$ cat src/rtl/ahb_lite_master_if.sv
// ============================================================================
//  Module      : ahb_lite_master_if
//  Description : Command/response stream plus AHB-Lite bus signals of the
//                single-transfer master.
//  Revision    : 1.0 - initial release
// ============================================================================
`timescale 1ns/1ps
`default_nettype none

interface ahb_lite_master_if;
    logic        cmd_valid;
    logic        cmd_ready;
    logic        cmd_write;
    logic [31:0] cmd_addr;
    logic [2:0]  cmd_size;
    logic [31:0] cmd_wdata;
    logic        rsp_valid;
    logic [31:0] rsp_rdata;
    logic        rsp_err;

    logic [31:0] HADDR;
    logic        HWRITE;
    logic [2:0]  HSIZE;
    logic [2:0]  HBURST;
    logic [3:0]  HPROT;
    logic [1:0]  HTRANS;
    logic        HMASTERLOCK;
    logic [31:0] HWDATA;
    logic        HREADY;
    logic        HRESP;
    logic [31:0] HRDATA;

    modport master (
        input  cmd_valid, cmd_write, cmd_addr, cmd_size, cmd_wdata,
        output cmd_ready, rsp_valid, rsp_rdata, rsp_err,
        output HADDR, HWRITE, HSIZE, HBURST, HPROT, HTRANS, HMASTERLOCK, HWDATA,
        input  HREADY, HRESP, HRDATA
    );

    modport slave (
        output cmd_valid, cmd_write, cmd_addr, cmd_size, cmd_wdata,
        input  cmd_ready, rsp_valid, rsp_rdata, rsp_err,
        input  HADDR, HWRITE, HSIZE, HBURST, HPROT, HTRANS, HMASTERLOCK, HWDATA,
        output HREADY, HRESP, HRDATA
    );
endinterface

`default_nettype wire

$ cat src/rtl/ahb_lite_master.sv
// ============================================================================
//  Module      : ahb_lite_master
//  Description : Single-transfer AHB-Lite master turning a valid/ready command
//                stream into pipelined NONSEQ SINGLE transfers, with an
//                in-order response pulse and a data-phase stall watchdog.
//  Revision    : 1.0 - initial release
// ============================================================================
`timescale 1ns/1ps
`default_nettype none

module ahb_lite_master #(
    parameter logic [3:0]  HPROT_VAL   = 4'b0011,
    parameter int unsigned TIMEOUT_CYC = 256
) (
    input  logic             HCLK,
    input  logic             HRESETn,
    input  logic             hang_clr,
    output logic             hang_flag,
    ahb_lite_master_if.master bus
);

    localparam logic [1:0] c_htrans_idle   = 2'b00;
    localparam logic [1:0] c_htrans_nonseq = 2'b10;

    // Address-phase stage
    logic        r_a_vld;
    logic        r_a_write;
    logic [31:0] r_a_addr;
    logic [2:0]  r_a_size;
    logic [31:0] r_a_wdata;
    // Data-phase stage
    logic        r_d_vld;
    logic        r_d_write;
    logic [31:0] r_d_wdata;
    // Response registers
    logic        r_rsp_valid;
    logic        r_rsp_err;
    logic [31:0] r_rsp_rdata;

    logic        w_cmd_ready;
    logic        w_accept;
    logic        w_complete;
    logic [2:0]  w_size_clamped;

    assign w_cmd_ready    = !r_a_vld || bus.HREADY;
    assign w_accept       = bus.cmd_valid && w_cmd_ready;
    assign w_complete     = r_d_vld && bus.HREADY;
    assign w_size_clamped = (bus.cmd_size > 3'd2) ? 3'd2 : bus.cmd_size;

    always_ff @(posedge HCLK or negedge HRESETn) begin
        if (!HRESETn) begin
            r_a_vld   <= 1'b0;
            r_a_write <= 1'b0;
            r_a_addr  <= '0;
            r_a_size  <= '0;
            r_a_wdata <= '0;
        end else if (w_accept) begin
            r_a_vld   <= 1'b1;
            r_a_write <= bus.cmd_write;
            r_a_addr  <= bus.cmd_addr;
            r_a_size  <= w_size_clamped;
            r_a_wdata <= bus.cmd_wdata;
        end else if (bus.HREADY) begin
            r_a_vld   <= 1'b0;
        end
    end

    // A hands over to D on the same edge that may load a new command into A.
    always_ff @(posedge HCLK or negedge HRESETn) begin
        if (!HRESETn) begin
            r_d_vld   <= 1'b0;
            r_d_write <= 1'b0;
            r_d_wdata <= '0;
        end else if (bus.HREADY) begin
            r_d_vld   <= r_a_vld;
            r_d_write <= r_a_write;
            r_d_wdata <= r_a_wdata;
        end
    end

    always_ff @(posedge HCLK or negedge HRESETn) begin
        if (!HRESETn) begin
            r_rsp_valid <= 1'b0;
            r_rsp_err   <= 1'b0;
            r_rsp_rdata <= '0;
        end else begin
            r_rsp_valid <= w_complete;
            if (w_complete) begin
                r_rsp_err   <= bus.HRESP;
                r_rsp_rdata <= r_d_write ? 32'd0 : bus.HRDATA;
            end
        end
    end

    assign bus.cmd_ready   = w_cmd_ready;
    assign bus.rsp_valid   = r_rsp_valid;
    assign bus.rsp_err     = r_rsp_err;
    assign bus.rsp_rdata   = r_rsp_rdata;

    assign bus.HTRANS      = r_a_vld ? c_htrans_nonseq : c_htrans_idle;
    assign bus.HADDR       = r_a_vld ? r_a_addr  : 32'd0;
    assign bus.HWRITE      = r_a_vld ? r_a_write : 1'b0;
    assign bus.HSIZE       = r_a_vld ? r_a_size  : 3'd0;
    assign bus.HWDATA      = (r_d_vld && r_d_write) ? r_d_wdata : 32'd0;
    assign bus.HBURST      = 3'b000;
    assign bus.HPROT       = HPROT_VAL;
    assign bus.HMASTERLOCK = 1'b0;

    generate
        if (TIMEOUT_CYC > 0) begin : g_wdog
            logic [15:0] r_stall_cnt;
            logic        r_hang;
            logic        w_stall;
            logic [15:0] w_cnt_next;

            assign w_stall    = r_d_vld && !bus.HREADY;
            assign w_cnt_next = (r_stall_cnt == 16'hFFFF) ? r_stall_cnt : r_stall_cnt + 16'd1;

            // Flag rises on the edge where the stall count reaches the limit.
            always_ff @(posedge HCLK or negedge HRESETn) begin
                if (!HRESETn) begin
                    r_stall_cnt <= '0;
                    r_hang      <= 1'b0;
                end else begin
                    r_stall_cnt <= w_stall ? w_cnt_next : 16'd0;
                    if (hang_clr)
                        r_hang <= 1'b0;
                    else if (w_stall && (32'(w_cnt_next) >= TIMEOUT_CYC))
                        r_hang <= 1'b1;
                end
            end

            assign hang_flag = r_hang;
        end else begin : g_no_wdog
            logic w_unused_hang_clr;
            assign w_unused_hang_clr = hang_clr;
            assign hang_flag         = 1'b0;
        end
    endgenerate

endmodule

`default_nettype wire

$ cat src/flat_wrapper.sv
// flat-port wrapper written by rule: the top's interface ports become plain ports
module ahb_lite_master_flat 
#(
    parameter logic [3:0]  HPROT_VAL   = 4'b0011,
    parameter int unsigned TIMEOUT_CYC = 256
)
  (HCLK, HRESETn, hang_clr, hang_flag, bus_cmd_valid, bus_cmd_write, bus_cmd_addr, bus_cmd_size, bus_cmd_wdata, bus_cmd_ready, bus_rsp_valid, bus_rsp_rdata, bus_rsp_err, bus_HADDR, bus_HWRITE, bus_HSIZE, bus_HBURST, bus_HPROT, bus_HTRANS, bus_HMASTERLOCK, bus_HWDATA, bus_HREADY, bus_HRESP, bus_HRDATA);
  ahb_lite_master_if bus_i ();
  input  logic HCLK;
  input  logic HRESETn;
  input  logic hang_clr;
  output logic hang_flag;
  input wire logic [$bits(bus_i.cmd_valid)-1:0] bus_cmd_valid;
  input wire logic [$bits(bus_i.cmd_write)-1:0] bus_cmd_write;
  input wire logic [$bits(bus_i.cmd_addr)-1:0] bus_cmd_addr;
  input wire logic [$bits(bus_i.cmd_size)-1:0] bus_cmd_size;
  input wire logic [$bits(bus_i.cmd_wdata)-1:0] bus_cmd_wdata;
  output wire logic [$bits(bus_i.cmd_ready)-1:0] bus_cmd_ready;
  output wire logic [$bits(bus_i.rsp_valid)-1:0] bus_rsp_valid;
  output wire logic [$bits(bus_i.rsp_rdata)-1:0] bus_rsp_rdata;
  output wire logic [$bits(bus_i.rsp_err)-1:0] bus_rsp_err;
  output wire logic [$bits(bus_i.HADDR)-1:0] bus_HADDR;
  output wire logic [$bits(bus_i.HWRITE)-1:0] bus_HWRITE;
  output wire logic [$bits(bus_i.HSIZE)-1:0] bus_HSIZE;
  output wire logic [$bits(bus_i.HBURST)-1:0] bus_HBURST;
  output wire logic [$bits(bus_i.HPROT)-1:0] bus_HPROT;
  output wire logic [$bits(bus_i.HTRANS)-1:0] bus_HTRANS;
  output wire logic [$bits(bus_i.HMASTERLOCK)-1:0] bus_HMASTERLOCK;
  output wire logic [$bits(bus_i.HWDATA)-1:0] bus_HWDATA;
  input wire logic [$bits(bus_i.HREADY)-1:0] bus_HREADY;
  input wire logic [$bits(bus_i.HRESP)-1:0] bus_HRESP;
  input wire logic [$bits(bus_i.HRDATA)-1:0] bus_HRDATA;
  assign bus_i.cmd_valid = bus_cmd_valid;
  assign bus_i.cmd_write = bus_cmd_write;
  assign bus_i.cmd_addr = bus_cmd_addr;
  assign bus_i.cmd_size = bus_cmd_size;
  assign bus_i.cmd_wdata = bus_cmd_wdata;
  assign bus_cmd_ready = bus_i.cmd_ready;
  assign bus_rsp_valid = bus_i.rsp_valid;
  assign bus_rsp_rdata = bus_i.rsp_rdata;
  assign bus_rsp_err = bus_i.rsp_err;
  assign bus_HADDR = bus_i.HADDR;
  assign bus_HWRITE = bus_i.HWRITE;
  assign bus_HSIZE = bus_i.HSIZE;
  assign bus_HBURST = bus_i.HBURST;
  assign bus_HPROT = bus_i.HPROT;
  assign bus_HTRANS = bus_i.HTRANS;
  assign bus_HMASTERLOCK = bus_i.HMASTERLOCK;
  assign bus_HWDATA = bus_i.HWDATA;
  assign bus_i.HREADY = bus_HREADY;
  assign bus_i.HRESP = bus_HRESP;
  assign bus_i.HRDATA = bus_HRDATA;
  ahb_lite_master #(.HPROT_VAL(HPROT_VAL), .TIMEOUT_CYC(TIMEOUT_CYC)) u_core (.HCLK(HCLK), .HRESETn(HRESETn), .hang_clr(hang_clr), .hang_flag(hang_flag), .bus(bus_i));
endmodule
$ cat config.mk
export PLATFORM = sky130hd
export DESIGN_NAME = ahb_lite_master_flat
export DESIGN_NICKNAME = d
export VERILOG_FILES = /design/src/rtl/ahb_lite_master_if.sv /design/src/rtl/ahb_lite_master.sv /design/src/flat_wrapper.sv
export SDC_FILE = /design/constraint.sdc
export NUM_CORES = 1
export LEC_CHECK = 0
export BUFFER_PORTS_ARGS = -buffer_cell sky130_fd_sc_hd__buf_2
export CAP_MARGIN = 20
export CORE_ASPECT_RATIO = 0.9
export CORE_MARGIN = 10
export CORE_UTILIZATION = 51
export DETAILED_ROUTE_END_ITERATION = 16
export PLACE_DENSITY = 0.8
export SKIP_CTS_REPAIR_TIMING = 1
export SYNTH_ARGS = -nofsm -noshare
export SYNTH_HDL_FRONTEND = slang
export SYNTH_SLANG_ARGS = --single-unit
$ cat constraint.sdc
create_clock -name HCLK -period 2.35 [get_ports HCLK]
set_input_delay 0.1175 -clock HCLK [delete_from_list [all_inputs] [get_ports HCLK]]
set_output_delay 0.1175 -clock HCLK [all_outputs]
set_load 0.01 [all_outputs]
==> impl_metrics.csv <==
group,metric,value,unit
sta,tightest_slew,720,ps
cells_and_area,insertedDiodeCount,0,
cells_and_area,multi_input_area,2650,µm²
critical_path,crit_family,"simple AND/OR/NAND/NOR gates",
global_routing,grt_overflow,0,
floorplanning,die_w,141,µm
yosys,synth-seq-cells,154,
power_and_ir_drop,finalPower,7.27,mW
yosys,ys_seq_area_share,57.3,%
cells_and_area,drive_gt1_share,41.3,%
yosys,synth_top_area_cell,"dfrtp_1",
yosys,netlist_area,6720,µm²
sta,timing.fmax,0.472,GHz
routing,wl_per_cell,18.1,µm
sta,whs,-28.9,ps
critical_path,crit_arrival,2390,ps
yosys,synthFlopType,"dfrtp_1",
floorplanning,initial_core_util,52.6,%
sta,drv_slew,0,
outcome,status,"complete, but fails checks",
routing,vias,5278,
sta,finalSetupTns,0,ps
placed_design,port_buffers,210,
run,drv_cap,0,
clocking,worstSkewPairLatency,420,ps
power_and_ir_drop,power.leakage,4.57,nW
yosys,async_reset_ff_share,100,%
sta,rsz0062_at_grt,"false",
placed_design,place_ws,251,ps
routing,wl,18800,µm
global_routing,grt_max_degree,74,
routing,drtIter0Drc,306,
clocking,cts-htree-levels,4,
placed_design,gp_congestion,0.858,
yosys,synth_edf_count,0,
cells_and_area,areaGrowthSynthToFinish,39.6,%
sta,maxSlewHeadroom,52.0,%
placed_design,placed_cells,909,
clocking,clockBufferDepth,2,
floorplanning,num_rows,39,
global_routing,grt_pass1_vias,5336,
critical_path,worst-endpoint-required,2620,ps
sta,period_minus_slack,2120,ps
global_routing,grtUsageTotal,18.2,%
clocking,clock_sinks,154,
outcome,failed_checks,"hold timing",
sta,setup_viol,0,
power_and_ir_drop,power_frac_seq,44.8,%
sta,setup_slack,232,ps
placed_design,place.detailed.hpwl,12100,µm
floorplanning,die_height,129,µm
power_and_ir_drop,p_sw_share,27.1,%
yosys,syn_inst,564,
yosys,synth_common_cells,"154 x dfrtp_1, 99 x mux2_2, 46 x nand2_1",
critical_path,cpMaxStageDelayCell,"or4_1",
min_path,min_path_type,"primary input to flip-flop",
yosys,yosysWarnings,0,
yosys,synth_top_area_share,57.3,%
cells_and_area,fin_cells,1036,
power_and_ir_drop,p_int,5.30,mW
global_routing,grt_pass1_wl,26900,µm
critical_path,max_stage_delay,730,ps
global_routing,antenna_found_initial,0,
critical_path,timing.critical_path.buf_inv,0,
routing,drc,0,
critical_path,path_max_fanout,7,
yosys,ys_types,40,
power_and_ir_drop,vdd_drop_max,0.663,mV
cells_and_area,fill_cells,829,
clocking,clkTransAtPathRegs,60,ps
critical_path,worstPathCellList,"ha_1, nand4_2, or4_1, nand4_2, xor2_1, nor2_1",
power_and_ir_drop,p_comb_share,20.0,%
routing,antenna_left,0,
power_and_ir_drop,power_frac_clock,35.2,%
routing,routed_via_density,5.09,
power_and_ir_drop,p_sw,1.97,mW
critical_path,critPathKind,"flip-flop to flip-flop",
cells_and_area,seq_area,3850,µm²
critical_path,endpoint_kind,"flip-flop",
yosys,synth_area_leaders,"dfrtp_1 57%, mux2_2 17%, and2_1 3.4%",
clocking,clockRootBuffer,"clkbuf_16",
sta,post-route-period-util,90.1,%
critical_path,cpMostUsedCell,"nand4_2",
clocking,cts_buffers,17,
routing,drt_pass1_iterations,4,
yosys,avgSynthCellArea,11.9,µm²
power_and_ir_drop,p_per_area,775,nW/µm²
critical_path,start_kind,"flip-flop",
yosys,synth.most_common_cell,"dfrtp_1",
floorplanning,ios,220,
cells_and_area,nNetsFinal,966,
sta,hold_viol_final,7,
clocking,cts_tree,"built",
sta,finClkSkew,7.23,ps
floorplanning,coreArea,12800,µm²
floorplanning,dieArea,18200,µm²
[cells in the final DEF, fill, tap and decap left out, types with 2 or more instances in the layout]
cell type / count
mux2_2: 99
and3_1: 32
dlygate4sd3_1: 95
nor2_1: 15
clkbuf_8: 2
nand2_1: 44
nand2b_1: 37
nand4_1: 4
xnor2_1: 6
dfrtp_1: 154
conb_1: 9
buf_2: 209
clkinv_4: 2
nand4_2: 3
buf_4: 9
a31oi_1: 2
nor3_1: 3
clkbuf_1: 2
xor2_1: 5
clkinv_2: 4
nor4_2: 2
mux2i_1: 4
clkbuf_16: 17
nand2_2: 2
or4_1: 2
and2_1: 37
clkinvlp_4: 4
a21oi_1: 3
nor4_1: 2
o21ai_0: 36
inv_1: 6
nand3_1: 5
[kinds of logic (layout without fill, tap and decap cells)]
logic type / Yosys count / in the layout / synth area share, %
AND/OR/NAND/NOR: 194 / 194 / 16.3
flip-flops: 154 / 154 / 57.3
multiplexers: 103 / 103 / 17.2
buffers and inverters: 52 / 353 / 3.70
AO/OA/AOI/OAI: 47 / 47 / 3.74
XOR/XNOR: 11 / 11 / 1.43
other: 2 / 9 / 0.112
adder cells (fa/ha/maj): 1 / 1 / 0.186
[routing by layer]
metal	share of wire, %	wire length (µm)	global-route usage (%)
met2	52	9730	30.7
met5	0	0	0
met1	38	7230	20.1
met4	1.7	319	5.22
met3	8.0	1510	8.79
[worst register-to-register path, stage by stage, from the launching register on]
cell	delay (ps)
dfrtp_1	410
ha_1	240
nand4_2	200
or4_1	730
nand4_2	190
xor2_1	160
nor2_1	50
[worst paths after layout]
path / slack [ps] / to / cells after the start / start
setup / recovery: 230 / u_core.g_wdog.r_stall_cnt[4] / 6 / u_core.g_wdog.r_stall_cnt[0]
hold / removal: -30 / u_core.bus.rsp_rdata[23] / 3 / bus_HRDATA[23]
setup reg to reg: 230 / u_core.g_wdog.r_stall_cnt[4] / 6 / u_core.g_wdog.r_stall_cnt[0]
hold reg to reg: 480 / u_core.bus.rsp_rdata[5] / 2 / u_core.bus.rsp_rdata[5]
max in group asynchronous: 1150 / u_core.r_d_wdata[26] / 3 / HRESETn
min in group asynchronous: 270 / u_core.r_a_wdata[17] / 2 / HRESETn
[flip-flops by register name (all words and copies together) (netlist names), 3 cells and up]
name                       flops
u_core.r_d_wdata              32
u_core.g_wdog.r_stall_cnt     16
u_core.bus.rsp_rdata          32
u_core.r_a_wdata              32
u_core.r_a_size                3
u_core.r_a_addr               32
[area by class of cell]
| cell class | instances | share of cell area (%) |
|---|---|---|
| flip-flops and latches | 154 | 41.1 |
| multi-input cells | 365 | 28.2 |
| repair buffers | 315 | 22.3 |
| clock buffers | 21 | 4.91 |
| well taps | 164 | 2.19 |
| clock inverters | 11 | 1.04 |
| inverters | 6 | 0.240 |
[metrics by stage]
stage,cell area (µm²),util [%],hold slack [ps]
after CTS,8430,66.0,-263
after detailed placement,7880,61.6,180
after floorplan,6750,-,-178
after global routing,9380,73.4,3.88
after global placement,7880,61.6,165
final,9380,73.4,-28.9
[power by group through the flow]
stage | clock network, mW | logic, mW | registers, mW
after detailed placement | 0 | 1.32 | 3.28
after floorplan | 0 | 0.724 | 3.28
after global routing | 2.72 | 1.60 | 3.29
final | 2.56 | 1.46 | 3.25
after CTS | 2.60 | 1.33 | 3.24
after global placement | 0 | 1.28 | 3.25
Power figures use the tool's default switching activity.
